$ cat config.mk
export PLATFORM = sky130hd
export DESIGN_NAME = sat_counter
export DESIGN_NICKNAME = d
export VERILOG_FILES = /design/src/rtl/sat_counter.sv
export SDC_FILE = /design/constraint.sdc
export NUM_CORES = 1
export LEC_CHECK = 0
export ABC_AREA = 1
export CAP_MARGIN = 20
export CORE_AREA = 10 10 47 49
export CTS_CLUSTER_DIAMETER = 100
export DETAILED_ROUTE_END_ITERATION = 12
export DIE_AREA = 0 0 57 59
export GPL_TIMING_DRIVEN = 0
export HOLD_SLACK_MARGIN = 0.06
export MAX_ROUTING_LAYER = met4
export PLACE_DENSITY_LB_ADDON = 0.3
export SLEW_MARGIN = 20
export SYNTH_ARGS = -nofsm -noshare
export SYNTH_HDL_FRONTEND = slang
export SYNTH_SLANG_ARGS = --single-unit
$ cat constraint.sdc
create_clock -name clk -period 1.3 [get_ports clk]
set_input_delay 0.195 -clock clk [delete_from_list [all_inputs] [get_ports clk]]
set_output_delay 0.195 -clock clk [all_outputs]
set_load 0.02 [all_outputs]
$ cat src/rtl/sat_counter.sv
// Up-counter that sticks at all-ones instead of wrapping.
module sat_counter #(
    parameter int unsigned W = 8
) (
    input  logic         clk,
    input  logic         rst,
    input  logic         inc,
    output logic [W-1:0] cnt
);

    always_ff @(posedge clk) begin
        if (rst) begin
            cnt <= '0;
        end else if (inc && (cnt != {W{1'b1}})) begin
            cnt <= cnt + W'(1);
        end
    end

endmodule

After elaboration in Yosys (flattened, before gate mapping)
Index checks and enable logic that the tools add are counted.

word-level totals
  word-level logic and storage cells = 4
  input port bits = 3
  register bits = 8
  output and inout bits = 8

cells by class
  eq/ne operators = 1
  add/subtract/negate cells = 1
  reductions and logical operators = 1

operators with widths
  cell                                                           number
  8-bit by 1-bit adder with 8-bit output, second input constant  1
  8-bit != test, second input constant                           1
  1-bit logical AND                                              1

Logic depth before layout (Yosys ltp)
Gate-level depths: netlist (run 1).

  word-level depth = 2
  mapped depth = 8
  mapped depth without buffers = 7

Least setup slack after synthesis (run 1)
OpenSTA, ideal clock, no wires.

  path kind = register to register
  start = register cnt[0]
  end = register cnt[3]
  period minus slack after synthesis = 1.344 ns
  path buffers = 1
  setup slack = -0.044 ns
  cell stages (with the launch flop) = 8
  setup time = 0.116 ns
  data required time = 1.184 ns
  data arrival time = 1.229 ns
  cells stage by stage = dfxtp_1 -> ha_1 -> nand3_2 -> inv_2 -> nand2_2 -> buf_6 -> a21oi_1 -> nor2_1

between the ends
  word-level cells in the longest chain between the ends = 2
  elaborated cells between the ends (all ways) = 3
  classes of those cells = 1 x add/sub; 1 x eq/ne; 1 x reduce/logical

ends and longest elaborated chain
  item                                                                                            line  RTL
  start: declaration                                                                              8     output logic [W-1:0] cnt
  start signal: assignment                                                                        15    cnt <= cnt + W'(1);
  parallel branches: the longest is 2 deep, another holds 8-bit by 1-bit adder with 8-bit output  -

Parallel ways; which one is timed is not known.
A chain may end at the register's enable or synchronous reset.

Final worst setup path (run 1)
  start = register cnt[4]
  end = output cnt[4]

No word-level cell between the ends.

==> results of run 1 <==
per-layer routing:
layer	track usage [%]	vias to the layer above	wire, um
li1	-	265	-
met3	2.58	5	47
met5	-	-	0
met4	7.05	0	41
met1	8.69	214	554
met2	11.8	9	469
worst max-delay path by stage:
stage | from | endpoint | slack, ns | cells after the start
final | cnt[4]$_SDFFE_PP0P_ | cnt[4] | 0.07 | 1
after global placement | inc | cnt[3]$_SDFFE_PP0P_ | -0.04 | 7
after detailed placement | inc | cnt[3]$_SDFFE_PP0P_ | -0.05 | 7
after CTS | cnt[3]$_SDFFE_PP0P_ | cnt[3] | 0.005 | 1
after floorplan | cnt[0]$_SDFFE_PP0P_ | cnt[3]$_SDFFE_PP0P_ | 0.07 | 7
after global routing | cnt[4]$_SDFFE_PP0P_ | cnt[4] | 0.01 | 1
Yosys cell counts:
library cell,count
inv_2,2
nand2_1,20
nand3b_2,1
buf_6,1
nand3_2,2
a21oi_1,6
nand2_2,1
ha_1,1
inv_1,9
nor2_1,15
nand3_1,7
o21ai_1,1
buf_4,1
dfxtp_1,8
nor2_2,2
power by group through the flow:
| stage | Sequential, mW | Clock [mW] | Combinational (mW) |
|---|---|---|---|
| 2_1_floorplan | 0.272 | 0 | 0.0292 |
| 3_3_place_gp | 0.266 | 0 | 0.0604 |
| 3_5_place_dp | 0.266 | 0 | 0.0618 |
| 4_1_cts | 0.260 | 0.203 | 0.0580 |
| 5_1_grt | 0.264 | 0.216 | 0.0662 |
| 6_report | 0.263 | 0.195 | 0.0599 |
through the flow:
| step | worst slack, ns | area [um^2] | hold slack, ns | util [%] | std cells |
|---|---|---|---|---|---|
| 6_report | 0.0710 | 629 | 0.477 | 44.9 | 106 |
| 5_1_grt | 0.0135 | 629 | 0.503 | 44.9 | 106 |
| 4_1_cts | 0.00464 | 619 | 0.481 | 44.2 | 106 |
| 3_5_place_dp | -0.0521 | 607 | 0.473 | 43.3 | 103 |
| 3_3_place_gp | -0.0445 | 607 | 0.468 | 43.3 | 103 |
| 2_1_floorplan | 0.0702 | 487 | 0.359 | - | 77 |
timing repair:
| item | in CTS | in global routing |
|---|---|---|
| resized for setup | 8 | 5 |
| cloned | 0 | 0 |
| endpoints found under the setup margin | 8 | 8 |
cells by family (layout without fill, tap and decap cells):
group | Yosys count | after routing | share of synthesized area (%)
adder cells (fa/ha/maj) | 1 | 1 | 2.58
flip-flops | 8 | 8 | 33.1
AND/OR/NAND/NOR | 48 | 48 | 44.7
AO/OA/AOI/OAI | 7 | 7 | 7.23
buffers and inverters | 13 | 26 | 12.4
tightest hold or removal path, stage by stage (launching register included):
cell	delay, ns
dfxtp_1	0.33
inv_1	0.06
a21oi_1	0.05
layout make-up:
| type | instances | area [um^2] |
|---|---|---|
| Buffer | 2 | 18.8 |
| Tap cell | 16 | 20.0 |
| Clock buffer | 3 | 22.5 |
| Fill cell | 170 | 772 |
| Inverter | 11 | 41.3 |
| Timing Repair Buffer | 10 | 87.6 |
| Multi-Input combinational cell | 56 | 277 |
| Sequential cell | 8 | 163 |
==> summary.md, run 1 <==
- Residual DRC: 0
- number of routed nets with antenna violations: 0
- horizontal die dimension: 57 um
- worst-case vdd ir drop: 0.000498 V
- top post-synthesis cells by area: dfxtp_1, nand2_1, nor2_1
- ordered cell list for the critical path: dlygate4sd2_1
- count of vias placed by the detailed router: 493
- reg2reg path depth: 7
- cell area power density: 823 nW/um^2
- shortest clock period the worst path allows after layout: 1.23 ns
- cts-stage hold buffer count: 0
- Critical R2R Capture: cnt[4]$_SDFFE_PP0P_
- cell leakage power: 0.311 nW
- Tightest Pin Transition: 0.252 ns
- DIE AREA: 3360 um^2
- std cell rows: 14
- setup repair after global routing missed its margin: false
- wire length of the first global-routing pass: 2070 um
- final setup vio count: 0
- Top reg by flops: cnt
- Critical Path AT: 1.03 ns
- Netlist Area Pre-Place: 484 um^2
- worst setup path category: flop to primary output
- hold path start: cnt[6]$_SDFFE_PP0P_
- clock tree from TritonCTS: yes
- critical path startpoint category: flop
- post-synth top area cell: dfxtp_1
- ratio of cells with drive above 1 in the final layout: 18.9%
- Hold WC Path Type: flop to flop
- maximum net fanout on the critical path: 6
- biggest registers after layout: cnt (8)
- number of nets in the layout: 96
- die height: 59 um
- router iterations before antenna repair: 4
- commonest non-fill, non-tap cells in the layout: nand2_1, nor2_1, inv_1, nand3_1
- total power consumption of the routed design: 0.518 mW
- end of the worst hold path: cnt[6]$_SDFFE_PP0P_
- area of the placeable core: 1400 um^2
- number of register bits inferred by synthesis: 8
- share of total power in the clock network: 37.6%
- CTS HTree Levels: 1
- leading cell type in the layout, fill and taps excluded: nand2_1
- status: finished, final reports clean
- buffers and inverters on the worst path: 1
- crit path max-delay cell type: dfxtp_1
- number of antenna violations at the first check in global routing: 0
- switching power share of the total: 25.2%
- combinational share of power: 11.6%
- final-report hold violation count: 0
- synth warn: 0
- TNS Setup: 0 ns
- total global-route track usage: 8.09%
- worst path required time: 1.11 ns
- Int Pwr: 0.387 mW
- via count of the first global-routing pass: 470
- reg2reg start: cnt[0]$_SDFFE_PP0P_
- initial core utilization: 34.6%
- synth-to-layout area growth: 30.0%
- Post-Synthesis Net Count: 81
- clock latency reported for the late side of the worst-skew pair: 0.26 ns
- Crit. End Element: primary output
- dpl hpwl: 859 um
- number of setup buffers added after CTS: 0
- Synth top area share: 33.1%
- clock root buffer master: clkbuf_4
- Diodes inserted: 0
- count of routing violations after the opening detailed-route iteration: 8
- number of buffers inserted during clock tree synthesis: 3
- port bufs: 10
- net switching power of the design: 0.131 mW
- Unique masters post-synth: 15
- post-synthesis sequential area ratio: 33.1%
- clock transition at the registers of the reported paths: 0.05 ns
- total grt overflow: 0
- flip-flop count of the largest register after layout: 8
- CP peak stage delay: 0.41 ns
- Max transition margin: 83.2%
- buffer levels on the longest clock path: 2
- worst hold path cell count: 2
- Avg Vias per Cell: 4.65
- average wire per standard cell: 10.5 um
- Total Wirelength: 1110 um
- mean cell area of the mapped netlist: 6.29 um^2
- reg-to-reg setup timing slack: 0.12 ns
- number of pins with negative max-slew slack in the final report: 0
- post-route clock skew: 0.00104 ns
- routability congestion estimate from global placement: 0.712
- ports placed on the boundary: 11
- Achievable Freq: 814 MHz
- period utilization: 94.5%
- number of instances in the synthesized netlist: 77
- clock sink count: 8
- Top Family by Delay on Critical Path: flip-flops
- total of max-cap violations: 0
- largest net degree at the start of global routing: 11
- part of the total power dissipated in sequential elements: 50.8%
Note: power is estimated with default switching activity, not from simulation.
==> run 2, diff against run 1 <==
--- a/config.mk
+++ b/config.mk
@@ -14,7 +14,6 @@
 export GPL_TIMING_DRIVEN = 0
 export HOLD_SLACK_MARGIN = 0.06
 export MAX_ROUTING_LAYER = met4
-export PLACE_DENSITY_LB_ADDON = 0.3
 export SLEW_MARGIN = 20
 export SYNTH_ARGS = -nofsm -noshare
 export SYNTH_HDL_FRONTEND = slang
==> constraint.sdc (replaced) <==
create_clock -name clk -period 1.56 [get_ports clk]
set_input_delay 0.234 -clock clk [delete_from_list [all_inputs] [get_ports clk]]
set_output_delay 0.234 -clock clk [all_outputs]
set_load 0.02 [all_outputs]
==> summary.md, run 2 (synthesized netlist as in run 1, its figures left out) <==
- status: finished, final reports clean
- clock tree from TritonCTS: yes
- Top Family by Delay on Critical Path: buffers and inverters
- count of placed standard cells including taps: 103, unchanged
- buffer levels on the longest clock path: 2, unchanged
- total of max-cap violations: 0, unchanged
- total global-route track usage: 7.17%, -0.92 points
- port bufs: 10, unchanged
- router iterations before antenna repair: 3, -1
- shortest clock period the worst path allows after layout: 1.52 ns
- average wire per standard cell: 10.2 um, -2.4%
- number of nets in the layout: 96, unchanged
- flip-flop count of the largest register after layout: 8, unchanged
- clock transition at the registers of the reported paths: 0.06 ns, about the same
- die height: 59 um, unchanged
- buffers and inverters on the worst path: 1, unchanged
- number of antenna violations at the first check in global routing: 0, unchanged
- commonest non-fill, non-tap cells in the layout: nand2_1, nor2_1, inv_1, dfxtp_1, nand3_1
- count of fill cells added during filler insertion: 167, -1.8%
- total area of sequential cells: 160 um^2, -1.5%
- worst-case vdd ir drop: 0.000304 V, -39%
- clock sink count: 8, unchanged
- final-report hold violation count: 0, unchanged
- number of setup buffers added after CTS: 0, unchanged
- horizontal die dimension: 57 um, unchanged
- Hold WC Path Type: flop to flop
- post-route clock skew: 0.00123 ns, +0.000193 ns
- routability congestion estimate from global placement: 0.798, +12%
- Critical Path AT: 1.29 ns, +0.26 ns
- ratio of cells with drive above 1 in the final layout: 14.4%, -4.4 points
- startpoint of the most critical setup path: cnt[1]$_SDFFE_PP0P_
- DIE AREA: 3360 um^2, unchanged
- area of the placeable core: 1400 um^2, unchanged
- clock root buffer master: clkbuf_4
- Avg Vias per Cell: 4.49, -3.4%
- TNS Setup: 0 ns, unchanged
- CP peak stage delay: 0.64 ns, +0.23 ns
- number of pins with negative max-slew slack in the final report: 0, unchanged
- hold path start: cnt[6]$_SDFFE_PP0P_
- Crit. End Element: primary output
- ports placed on the boundary: 11, unchanged
- final setup vio count: 0, unchanged
- Max transition margin: 84.6%, +1.4 points
- clock latency reported for the late side of the worst-skew pair: 0.26 ns, about the same
- final instance count without filler cells: 106, unchanged
- combined area of the multi-input logic cells: 264 um^2, -4.5%
- crit path max-delay cell type: clkdlybuf4s50_1
- period utilization: 97.4%
- number of routed nets with antenna violations: 0, unchanged
- synth-to-layout area growth: 28.4%
- via count of the first global-routing pass: 444, -5.5%
- count of routing violations after the opening detailed-route iteration: 9, +1
- maximum net fanout on the critical path: 5, -1
- biggest registers after layout: cnt (8)
- Achievable Freq: 658 MHz
- CTS HTree Levels: 1, unchanged
- Residual DRC: 0, unchanged
- std cell rows: 14, unchanged
- worst setup path category: flop to primary output
- critical path startpoint category: flop
- cell area power density: 690 nW/um^2, -16%
- wire length of the first global-routing pass: 1860 um, -10%
- Tightest Pin Transition: 0.231 ns, -0.0211 ns
- initial core utilization: 34.6%, unchanged
- Diodes inserted: 0, unchanged
- dpl hpwl: 825 um, -3.9%
- largest net degree at the start of global routing: 11, unchanged
- cts-stage hold buffer count: 0, unchanged
- ordered cell list for the critical path: clkdlybuf4s50_1
- leading cell type in the layout, fill and taps excluded: nand2_1
- count of vias placed by the detailed router: 476, -3.4%
- Total Wirelength: 1090 um, -2.4%
- worst path required time: 1.33 ns, +0.22 ns
- cell leakage power: 0.300 nW, -3.3%
- Top reg by flops: cnt
- setup repair after global routing missed its margin: false
- reg2reg start: cnt[0]$_SDFFE_PP0P_
- number of buffers inserted during clock tree synthesis: 3, unchanged
- total grt overflow: 0, unchanged
-- run 2: changes by cell type in the layout (fill, tap and decap cells not counted), sizes merged --
| cell | delta |
|---|---|
| clkdlybuf4s50 | +4 |
| dlygate4sd2 | -2 |
| clkbuf | -1 |
| clkdlybuf4s15 | -1 |
-- run 2: worst reg2reg max path, stage by stage, from the launching register on --
cell and delay (ns):
dfxtp_1 0.41, ha_1 0.23, nand3_2 0.10, inv_2 0.06, nand2_2 0.05, buf_6 0.14
a21oi_1 0.13, nor2_1 0.06
-- run 2: per-layer routing --
metal  share of wire (%)  vias to the layer above  track usage (%)
met5                   0                        -                -
met4                 1.9                        0             5.03
met3                 4.3                        4             2.79
met2                  45                        6             10.5
met1                  49                      202             7.78
li1                    -                      264                -
-- run 2: area by class of cell --
class,instances,area share [%]
Multi-Input combinational cell,56,42.5
Sequential cell,8,25.8
Timing Repair Buffer,10,15.3
Inverter,11,6.64
Clock buffer,3,3.62
Tap cell,16,3.22
Buffer,2,3.02
-- run 2: final timing paths --
check	slack, ns	cells after the start	endpoint
setup / recovery	0.04	1	cnt[1]
hold / removal	0.47	2	cnt[6]$_SDFFE_PP0P_
setup reg to reg	0.28	7	cnt[3]$_SDFFE_PP0P_
hold reg to reg	0.47	2	cnt[6]$_SDFFE_PP0P_
-- run 2: what timing repair did --
item	4_1_cts	5_1_grt
resized for setup	4	0
endpoints found under the setup margin	4	0
hold endpoints to repair	0	0
-- run 2: through the flow --
stage | total power [mW] | utilization, % | setup slack (ns) | hold slack, ns | area (um^2)
floorplan | 0.250 | - | 0.216 | 0.398 | 484
global placement | 0.272 | 43.1 | 0.169 | 0.466 | 604
detailed placement | 0.272 | 43.1 | 0.148 | 0.467 | 604
CTS | 0.439 | 44.4 | 0.0213 | 0.472 | 622
global route | 0.450 | 44.4 | 0.00352 | 0.494 | 622
finish | 0.429 | 44.4 | 0.0401 | 0.469 | 622
-- run 2: report_power, final --
part | internal, mW | total (mW) | switching (mW)
logic | 0.0230 | 0.0486 | 0.0256
clock network | 0.0884 | 0.164 | 0.0758
registers | 0.209 | 0.216 | 0.00696
